**config.mk**
```make
export PLATFORM = sky130hd
export DESIGN_NAME = toggle_activity_monitor
export DESIGN_NICKNAME = d
export VERILOG_FILES = /design/src/rtl/toggle_mon_pkg.sv /design/src/rtl/toggle_activity_monitor_popcount.sv /design/src/rtl/toggle_activity_monitor.sv
export SDC_FILE = /design/constraint.sdc
export NUM_CORES = 1
export LEC_CHECK = 0
export CORE_MARGIN = 4
export CORE_UTILIZATION = 49
export DETAILED_ROUTE_END_ITERATION = 12
export PLACE_DENSITY = 0.75
export RECOVER_POWER = 25
export SLEW_MARGIN = 10
export SYNTH_ARGS = -nofsm -noshare
export SYNTH_HDL_FRONTEND = slang
export SYNTH_SLANG_ARGS = --single-unit
```
**constraint.sdc**
```tcl
create_clock -name clk -period 2.9 [get_ports clk]
set_input_delay 0.725 -clock clk [delete_from_list [all_inputs] [get_ports clk]]
set_output_delay 0.725 -clock clk [all_outputs]
set_load 0.05 [all_outputs]
```
**src/rtl/toggle_mon_pkg.sv**
```systemverilog
// Shared types and helpers for the toggle activity monitor.
package toggle_mon_pkg;

  localparam int WIN_IDX_W = 8;

  typedef enum logic [1:0] {IDLE, ARM, RUN} state_t;

  // Width-independent part of an output record; the count fields are
  // sized by the instantiating module and wrap around this header.
  typedef struct packed {
    logic [WIN_IDX_W-1:0] win_idx;
    logic                 partial;
    logic                 sat;
  } rec_hdr_t;

  // Saturating add of two w-bit quantities (w <= 31).
  // Bit 32 flags that the true sum exceeded 2^w-1; bits [31:0] hold the clamped result.
  function automatic logic [32:0] sat_add(input logic [31:0] a, input logic [31:0] b,
                                          input int w);
    logic [32:0] s;
    logic [32:0] mx;
    s  = {1'b0, a} + {1'b0, b};
    mx = (33'd1 << w) - 33'd1;
    if (s > mx) return {1'b1, mx[31:0]};
    return {1'b0, s[31:0]};
  endfunction

endpackage

```
**src/rtl/toggle_activity_monitor_popcount.sv**
```systemverilog
// Combinational population count of a WIDTH-bit vector.
module popcount #(
  parameter int WIDTH = 3,
  parameter int CW    = $clog2(WIDTH + 1)
) (
  input  logic [WIDTH-1:0] vec,
  output logic [CW-1:0]    cnt
);

  // Sum the set bits.
  always_comb begin
    cnt = '0;
    for (int i = 0; i < WIDTH; i++) cnt = cnt + CW'(vec[i]);
  end

endmodule

```
**src/rtl/toggle_activity_monitor.sv**
```systemverilog
// Toggle activity monitor: counts bit toggles on sig per WINDOW-cycle window
// and emits one record per window over valid/ready.
// Optional: define TOGGLE_ACTIVITY_DUTY_EN to add out_ones, the per-window
// sum of popcount(sig) over counted cycles.
module toggle_activity_monitor
  import toggle_mon_pkg::*;
#(
  parameter int WIDTH  = 3,
  parameter int WINDOW = 16,
  parameter int CNT_W  = 8
) (
  input  logic                 clk,
  input  logic                 rst_n,
  input  logic                 en,
  input  logic [WIDTH-1:0]     sig,
  output logic                 out_valid,
  input  logic                 out_ready,
  output logic [CNT_W-1:0]     out_toggles,
  output logic [WIN_IDX_W-1:0] out_win_idx,
  output logic                 out_partial,
  output logic                 out_sat,
  output logic [7:0]           drop_cnt
`ifdef TOGGLE_ACTIVITY_DUTY_EN
  ,
  output logic [CNT_W+4-1:0]   out_ones
`endif
);

  localparam int PC_W  = $clog2(WIDTH + 1);
  localparam int CYC_W = $clog2(WINDOW);
`ifdef TOGGLE_ACTIVITY_DUTY_EN
  localparam int ONES_W = CNT_W + 4;
`endif

  typedef struct packed {
    logic [CNT_W-1:0]  toggles;
    rec_hdr_t          hdr;
`ifdef TOGGLE_ACTIVITY_DUTY_EN
    logic [ONES_W-1:0] ones;
`endif
  } rec_t;

  state_t               state, state_nxt;
  logic [WIDTH-1:0]     prev;
  logic [CNT_W-1:0]     acc, acc_nxt;
  logic                 sat, acc_hit;
  logic [CYC_W-1:0]     cyc;
  logic [WIN_IDX_W-1:0] win_idx;
  rec_t                 out_rec, rec_close;
  logic                 cap, cnt_en, close, part, clr;
  logic [PC_W-1:0]      pc_tog;
  logic [32:0]          acc_sa;
  logic                 acc_unused;

  popcount #(.WIDTH(WIDTH), .CW(PC_W)) u_pc_tog (.vec(sig ^ prev), .cnt(pc_tog));

  assign acc_sa     = sat_add(32'(acc), 32'(pc_tog), CNT_W);
  assign acc_nxt    = acc_sa[CNT_W-1:0];
  assign acc_hit    = acc_sa[32];
  assign acc_unused = &{1'b0, acc_sa[31:CNT_W]};

`ifdef TOGGLE_ACTIVITY_DUTY_EN
  logic [ONES_W-1:0] ones_acc, ones_nxt;
  logic [PC_W-1:0]   pc_ones;
  logic [32:0]       ones_sa;
  logic              ones_unused;

  popcount #(.WIDTH(WIDTH), .CW(PC_W)) u_pc_ones (.vec(sig), .cnt(pc_ones));

  assign ones_sa     = sat_add(32'(ones_acc), 32'(pc_ones), ONES_W);
  assign ones_nxt    = ones_sa[ONES_W-1:0];
  assign ones_unused = &{1'b0, ones_sa[32:ONES_W]};
`endif

  // State register.
  always_ff @(posedge clk) begin
    if (!rst_n) state <= IDLE;
    else        state <= state_nxt;
  end

  // Next state and per-cycle datapath controls.
  always_comb begin
    state_nxt = state;
    cap       = 1'b0;
    cnt_en    = 1'b0;
    close     = 1'b0;
    part      = 1'b0;
    clr       = 1'b0;
    case (state)
      IDLE: if (en) begin
        cap       = 1'b1;
        state_nxt = ARM;
      end
      ARM: if (en) begin
        cap       = 1'b1;
        clr       = 1'b1;
        state_nxt = RUN;
      end else begin
        state_nxt = IDLE;
      end
      RUN: if (en) begin
        cnt_en = 1'b1;
        if (cyc == CYC_W'(WINDOW - 1)) begin
          close = 1'b1;
          clr   = 1'b1;
        end
      end else begin
        // Falling en ends the window; this cycle is not counted.
        close     = (cyc != '0);
        part      = 1'b1;
        clr       = 1'b1;
        state_nxt = IDLE;
      end
      default: state_nxt = IDLE;
    endcase
  end

  // Record contents at close: a full window includes the current cycle, a partial one does not.
  always_comb begin
    rec_close             = '0;
    rec_close.toggles     = cnt_en ? acc_nxt : acc;
    rec_close.hdr.win_idx = win_idx;
    rec_close.hdr.partial = part;
    rec_close.hdr.sat     = cnt_en ? (sat | acc_hit) : sat;
`ifdef TOGGLE_ACTIVITY_DUTY_EN
    rec_close.ones        = cnt_en ? ones_nxt : ones_acc;
`endif
  end

  // Accumulators, window counter, output register and drop counter.
  always_ff @(posedge clk) begin
    if (!rst_n) begin
      prev      <= '0;
      acc       <= '0;
      sat       <= 1'b0;
      cyc       <= '0;
      win_idx   <= '0;
      out_rec   <= '0;
      out_valid <= 1'b0;
      drop_cnt  <= '0;
`ifdef TOGGLE_ACTIVITY_DUTY_EN
      ones_acc  <= '0;
`endif
    end else begin
      if (cap || cnt_en) prev <= sig;
      if (clr) begin
        acc      <= '0;
        sat      <= 1'b0;
        cyc      <= '0;
`ifdef TOGGLE_ACTIVITY_DUTY_EN
        ones_acc <= '0;
`endif
      end else if (cnt_en) begin
        acc      <= acc_nxt;
        sat      <= sat | acc_hit;
        cyc      <= cyc + CYC_W'(1);
`ifdef TOGGLE_ACTIVITY_DUTY_EN
        ones_acc <= ones_nxt;
`endif
      end
      if (close) begin
        win_idx <= win_idx + WIN_IDX_W'(1);
        if (!out_valid || out_ready) begin
          out_rec   <= rec_close;
          out_valid <= 1'b1;
        end else if (drop_cnt != 8'hff) begin
          drop_cnt <= drop_cnt + 8'd1;
        end
      end else if (out_valid && out_ready) begin
        out_valid <= 1'b0;
      end
    end
  end

  assign out_toggles = out_rec.toggles;
  assign out_win_idx = out_rec.hdr.win_idx;
  assign out_partial = out_rec.hdr.partial;
  assign out_sat     = out_rec.hdr.sat;
`ifdef TOGGLE_ACTIVITY_DUTY_EN
  assign out_ones    = out_rec.ones;
`endif

endmodule

```
==> results of run 1 <==
-- repair_timing --
item | CTS | global route
pin swaps | 1 | 1
gates resized for setup | 5 | 2
buffers inserted | 1 | 0
endpoints found under the setup margin | 17 | 2
cloned | 0 | 0
-- worst min-delay path: stages (launching register included) --
cell and delay (ns):
dfxtp_1 0.32, nand2_1 0.05, a21oi_1 0.05
-- sequential cells by signal, summed over array words and instances (netlist names) --
register     count
acc              8
drop_cnt         8
out_toggles      8
out_win_idx      8
win_idx          8
cyc              4
prev             3
state            2
out_partial      1
out_sat          1
out_valid        1
sat              1
-- logic make-up after synthesis --
| kind of cell | synth area share, % |
|---|---|
| multiplexers | 2.435 |
| XOR/XNOR | 7.458 |
| AND/OR/NAND/NOR | 26.38 |
| adder cells (fa/ha/maj) | 6.190 |
| buffers and inverters | 4.667 |
| flip-flops | 43.02 |
| AO/OA/AOI/OAI | 9.843 |
-- worst paths after layout --
path	to	slack (ns)	depth (start not counted)
worst min-delay path	out_win_idx[2]	0.46	2
worst max-delay path	out_toggles[4]	0.08	11
worst min register to register	out_win_idx[2]	0.46	2
worst max register to register	out_toggles[4]	0.45	10
-- layout make-up --
type | instances | area (um2) | share of cell area, %
clock buffers | 5 | 68.82 | 2.291
clock inverters | 3 | 65.06 | 2.166
well taps | 67 | 83.83 | 2.791
inverters | 12 | 45.04 | 1.499
multi-input cells | 210 | 1292 | 43.02
repair buffers | 42 | 387.9 | 12.91
flip-flops and latches | 53 | 1061 | 35.32
-- layer usage --
layer | GRT usage [%] | up-vias
met5 | 0 | -
met4 | 5.155 | 0
met3 | 4.195 | 6
met2 | 26.83 | 26
met1 | 22.90 | 896
li1 | - | 1034
-- synthesized netlist by cell type, types with 2 or more instances --
| master | number | area share, % |
|---|---|---|
| a211oi_1 | 2 | 0.61 |
| a21oi_1 | 24 | 4.9 |
| and2_1 | 4 | 1.0 |
| and3_1 | 5 | 1.3 |
| buf_2 | 5 | 1.0 |
| buf_6 | 2 | 0.91 |
| clkbuf_1 | 6 | 0.91 |
| dfxtp_1 | 53 | 43 |
| fa_1 | 2 | 1.6 |
| ha_1 | 9 | 4.6 |
| inv_1 | 11 | 1.7 |
| mux2i_1 | 6 | 2.4 |
| nand2_1 | 39 | 5.9 |
| nand2b_1 | 3 | 0.76 |
| nand3_1 | 13 | 2.6 |
| nand4_1 | 7 | 1.8 |
| nor2_1 | 34 | 5.2 |
| nor2b_1 | 7 | 1.8 |
| nor3_1 | 5 | 1.0 |
| nor4_1 | 2 | 0.51 |
| nor4_2 | 2 | 1.0 |
| o21ai_0 | 2 | 0.41 |
| o21ai_1 | 7 | 1.4 |
| o22ai_1 | 2 | 0.51 |
| xnor2_1 | 13 | 4.6 |
| xor2_1 | 8 | 2.8 |
-- power breakdown --
part	internal (mW)	switching [mW]	leakage [nW]
clock network	0.343	0.233	0.0681
logic	0.0418	0.0549	0.548
registers	0.734	0.00517	0.428
-- metrics by stage --
| step | util, % | std cells | setup slack [ns] | total power [mW] |
|---|---|---|---|---|
| 2_1_floorplan | - | 288 | 0.08173 | 0.8230 |
| 3_3_place_gp | 59.97 | 383 | -0.4581 | 0.8540 |
| 6_report | 62.77 | 392 | 0.08088 | 1.412 |
| 3_5_place_dp | 59.97 | 383 | -0.5003 | 0.8554 |
| 5_1_grt | 62.77 | 392 | 0.002584 | 1.481 |
| 4_1_cts | 63.01 | 392 | 0.1067 | 1.433 |
==> reports/results.ini, run 1 <==
[global_route]
grt_max_degree = 32
grt_pass1_wl_um = 8569
overflow = 0
grt_usage_pct = 16.96
antenna_found_initial = 0
first_global_vias = 1852

[run_status]
status = complete, no violations

[synth]
synthDistinctLibCells = 41
syn_area_um2 = 2466
synth_edf_count = 0
synthFlopType = dfxtp_1
synth.net_count = 306
yosysSeqAreaShare_pct = 43.02
yosysWarningCount = 0
synth_seq_cells = 53
syn_inst = 288
ys_async_sr_fraction_pct = 0
synth_area_per_cell_um2 = 8.563

[floorplan]
start_util_pct = 51.53
core-area_um2 = 4786
die_x_um = 78.94
die_area_um2 = 6232
dieHeight_um = 78.94
rows = 25
ios = 34

[layout]
layout_commonest_cell = dfxtp_1
n_fill_cell = 432
final_cell_area_um2 = 3004
mostFrequentLayoutCells = 53 x dfxtp_1, 39 x nand2_1, 33 x nor2_1, 30 x clkdlybuf4s50_1, 24 x a21oi_1
syn_to_final_growth_pct = 21.82
final_nets = 342
layout-drive-gt1-share_pct = 7.692
num_antenna_cells = 0

[worst_setup_path]
r2r-start = prev[0]
crit_arrival_ns = 3.06
cp-start-kind = input pin
critPathMaxStageDelay_ns = 0.51
critPathSlowestCell = fa_1
path_buf_inv = 3
critPathCaptureType = flip-flop
path_max_fanout = 6
crit_chain = dlygate4sd2_1, xor2_1, fa_1, ha_1, inv_1, fa_2, and4b_2, buf_4, a21oi_1, a21o_1, o21ai_1
startpoint = sig[0]
crit_required_ns = 3.14
setup.worst_path.class = input pin to flip-flop
critPathTopFamily = adder cells

[placed_design]
place_area_um2 = 2870
port_buffers = 33
place_congestion = 0.8276
hpwl_um = 3441

[sta]
hold_ws_ns = 0.4560
fin_skew_ns = 0.007620
slew_headroom_pct = 56.25
timing.fmax_mhz = 354.7
worst_pin_slew_ns = 0.6507
slew_violations = 0
setup_viol_count_final = 0
layout_min_cycle_time_ns = 2.819
hold_viol = 0
finalSetupTns_ns = 0
rsz0062_at_grt = no
post-route-period-util_pct = 97.21

[route]
routedWlPerCell_um = 12.13
wl_met2_um = 2185
ant_nets = 0
top_layer_used = met4
drt_first_iter_violations = 97
avgViaCountPerCell = 5.005
via_count = 1962
wl_met1_um = 2359
drtPass1Iterations = 4
dr_wl_met3_um = 157
routed_wl_um = 4754
drc = 0

[clock_tree]
cts_root_buf = clkbuf_8
clock_sinks = 53
holdBufCountCts = 0
cts_tree = built
clk_pin_slew_worst_paths_ns = 0.10
clockBufferDepth = 2
h-tree-depth = 2
clock_latency_ns = 0.30
numCtsBuffers = 5

[worst_hold_path]
min_from = out_win_idx[2]
worstHoldPathType = flip-flop to flip-flop

[power]
leakage_nw = 1.044
ir_drop_mv = 0.2677
power.density_nw_per_um2 = 469.9

[job]
cap_violations = 0

Power figures use the tool's default switching activity.
==> inputs of run 2 (changes only) <==
--- a/config.mk
+++ b/config.mk
@@ -7,7 +7,9 @@
 export LEC_CHECK = 0
 export CORE_MARGIN = 4
 export CORE_UTILIZATION = 49
+export CTS_CLUSTER_SIZE = 25
 export DETAILED_ROUTE_END_ITERATION = 12
+export HOLD_SLACK_MARGIN = 0.02
 export PLACE_DENSITY = 0.75
 export RECOVER_POWER = 25
 export SLEW_MARGIN = 10
==> results of run 2 <==
No change in the layout: final DEF, timing and power equal those of run 1.
==> inputs of run 3 (changes only) <==
--- a/config.mk
+++ b/config.mk
@@ -11,7 +11,7 @@
 export DETAILED_ROUTE_END_ITERATION = 12
 export HOLD_SLACK_MARGIN = 0.02
 export PLACE_DENSITY = 0.75
-export RECOVER_POWER = 25
+export RECOVER_POWER = 50
 export SLEW_MARGIN = 10
 export SYNTH_ARGS = -nofsm -noshare
 export SYNTH_HDL_FRONTEND = slang
==> reports/results.ini, run 3 (synthesis gave the netlist of run 1 again) <==
[sta]
setup_viol_count_final = 0  ; unchanged
timing.fmax_mhz = 355.1  ; +0.10%
slew_headroom_pct = 56.25  ; about the same
fin_skew_ns = 0.008285  ; +0.0006650 ns
slew_violations = 0  ; unchanged
hold_viol = 0  ; unchanged
rsz0062_at_grt = no
worst_pin_slew_ns = 0.6507  ; -0.00005049 ns
post-route-period-util_pct = 97.11  ; -0.10 points
worst_slack_ns = 0.08382  ; +0.002935 ns
layout_min_cycle_time_ns = 2.816  ; -0.002935 ns

[power]
ir_drop_mv = 0.2673  ; -0.17%
seqPwrFrac_pct = 52.4  ; about the same
power.total_mw = 1.411  ; about the same
switching_share_pct = 20.74  ; about the same
intPower_mw = 1.119  ; about the same
power.density_nw_per_um2 = 473.0  ; +0.66%
netSwitchingPower_mw = 0.2928  ; about the same
leakage_nw = 1.065  ; +2.0%
pwr-share-clk_pct = 40.8  ; about the same
power_frac_comb_pct = 6.8  ; about the same

[route]
drc = 0  ; unchanged
avgViaCountPerCell = 5.036  ; +0.61%
ant_nets = 0  ; unchanged
routedWlPerCell_um = 12.13  ; about the same
drt_first_iter_violations = 81  ; -16%
drtPass1Iterations = 4  ; unchanged
via_count = 1974  ; +0.61%
routed_wl_um = 4755  ; about the same

[clock_tree]
numCtsBuffers = 5  ; unchanged
clockBufferDepth = 2  ; unchanged
cts_root_buf = clkbuf_8
cts_tree = built
holdBufCountCts = 0  ; unchanged
clock_sinks = 53  ; unchanged
h-tree-depth = 2  ; unchanged
clk_pin_slew_worst_paths_ns = 0.10  ; about the same
clock_latency_ns = 0.30  ; about the same

[global_route]
first_global_vias = 1852  ; unchanged
grt_pass1_wl_um = 8569  ; unchanged
overflow = 0  ; unchanged
antenna_found_initial = 0  ; unchanged
grt_max_degree = 32  ; unchanged
grt_usage_pct = 16.96  ; unchanged

[layout]
final_nets = 342  ; unchanged
mostFrequentLayoutCells = 53 x dfxtp_1, 39 x nand2_1, 33 x nor2_1, 24 x a21oi_1, 24 x clkdlybuf4s50_1
syn_to_final_growth_pct = 21.00
num_antenna_cells = 0  ; unchanged
n_fill_cell = 434  ; +0.46%
layout_commonest_cell = dfxtp_1
layout-drive-gt1-share_pct = 6.769  ; -0.92 points

[worst_setup_path]
setup.worst_path.class = input pin to flip-flop
cp-start-kind = input pin
reg2regPathDepth = 10  ; unchanged
crit_required_ns = 3.14  ; about the same
r2r_setup_slack_ns = 0.46  ; about the same
critPathCaptureType = flip-flop
crit_arrival_ns = 3.05  ; about the same
path_max_fanout = 6  ; unchanged

[placed_design]
place_ws_ns = -0.5003  ; unchanged
port_buffers = 33  ; unchanged
hpwl_um = 3441  ; unchanged
place_congestion = 0.8276  ; unchanged

[worst_hold_path]
worstHoldPathType = flip-flop to flip-flop
holdPathStages = 2  ; unchanged

[run_status]
status = complete, no violations

[floorplan]
die_x_um = 78.94  ; unchanged
ios = 34  ; unchanged
die_area_um2 = 6232  ; unchanged
dieHeight_um = 78.94  ; unchanged
rows = 25  ; unchanged
core-area_um2 = 4786  ; unchanged
start_util_pct = 51.53  ; unchanged

[job]
cap_violations = 0  ; unchanged

-- run 3: per-stage QoR --
step | hold WS, ns | instances | util (%) | setup TNS (ns) | instance area [um2]
after floorplan | 0.4271 | 288 | - | 0 | 2466
after CTS | 0.4599 | 392 | 63.01 | 0 | 3015
after global placement | 0.4407 | 383 | 59.97 | -5.903 | 2870
after detailed placement | 0.4458 | 383 | 59.97 | -6.350 | 2870
after global routing | 0.4839 | 392 | 62.35 | 0 | 2984
final | 0.4531 | 392 | 62.35 | 0 | 2984
-- run 3: cell type report --
class	count	area, um2	share of cell area, %
Clock buffer	5	68.82	2.306
Clock inverter	3	65.06	2.180
Inverter	12	45.04	1.509
Multi-Input combinational cell	210	1275	42.73
Sequential cell	53	1061	35.56
Tap cell	67	83.83	2.809
Timing Repair Buffer	42	385.4	12.91
-- run 3: path summary, 6_finish.rpt --
| kind | from | to |
|---|---|---|
| worst min-delay path | out_win_idx[2] | out_win_idx[2] |
| worst max register to register | prev[0] | out_toggles[4] |
| worst min register to register | out_win_idx[2] | out_win_idx[2] |
| worst max-delay path | sig[0] | out_toggles[4] |
-- run 3: critical path, stage by stage --
cell,delay (ns)
dlygate4sd2_1,0.25
xor2_1,0.18
fa_1,0.51
ha_1,0.16
inv_1,0.06
fa_2,0.34
and4b_2,0.34
buf_4,0.13
a21oi_1,0.06
a21o_1,0.18
o21ai_1,0.12
-- run 3: power by group through the flow --
stage | Sequential [mW] | Combinational, mW | Clock, mW
floorplan | 0.756 | 0.0674 | 0
global placement | 0.756 | 0.0977 | 0
CTS | 0.740 | 0.0991 | 0.594
global route | 0.741 | 0.111 | 0.629
detailed placement | 0.757 | 0.0988 | 0
finish | 0.739 | 0.0963 | 0.576
-- run 3: repair_timing --
item	CTS	global route
setup buffers	1	0
pin swaps	1	1
resized for setup	5	2
setup endpoints to repair	17	2
cloned	0	0
-- run 3: routing by layer --
layer	track usage (%)	vias to the layer above	part of all wire [%]
met4	5.155	0	1.1
met1	22.90	888	49
met3	4.195	6	4.5
met5	0	-	0
li1	-	1036	-
met2	26.83	44	46
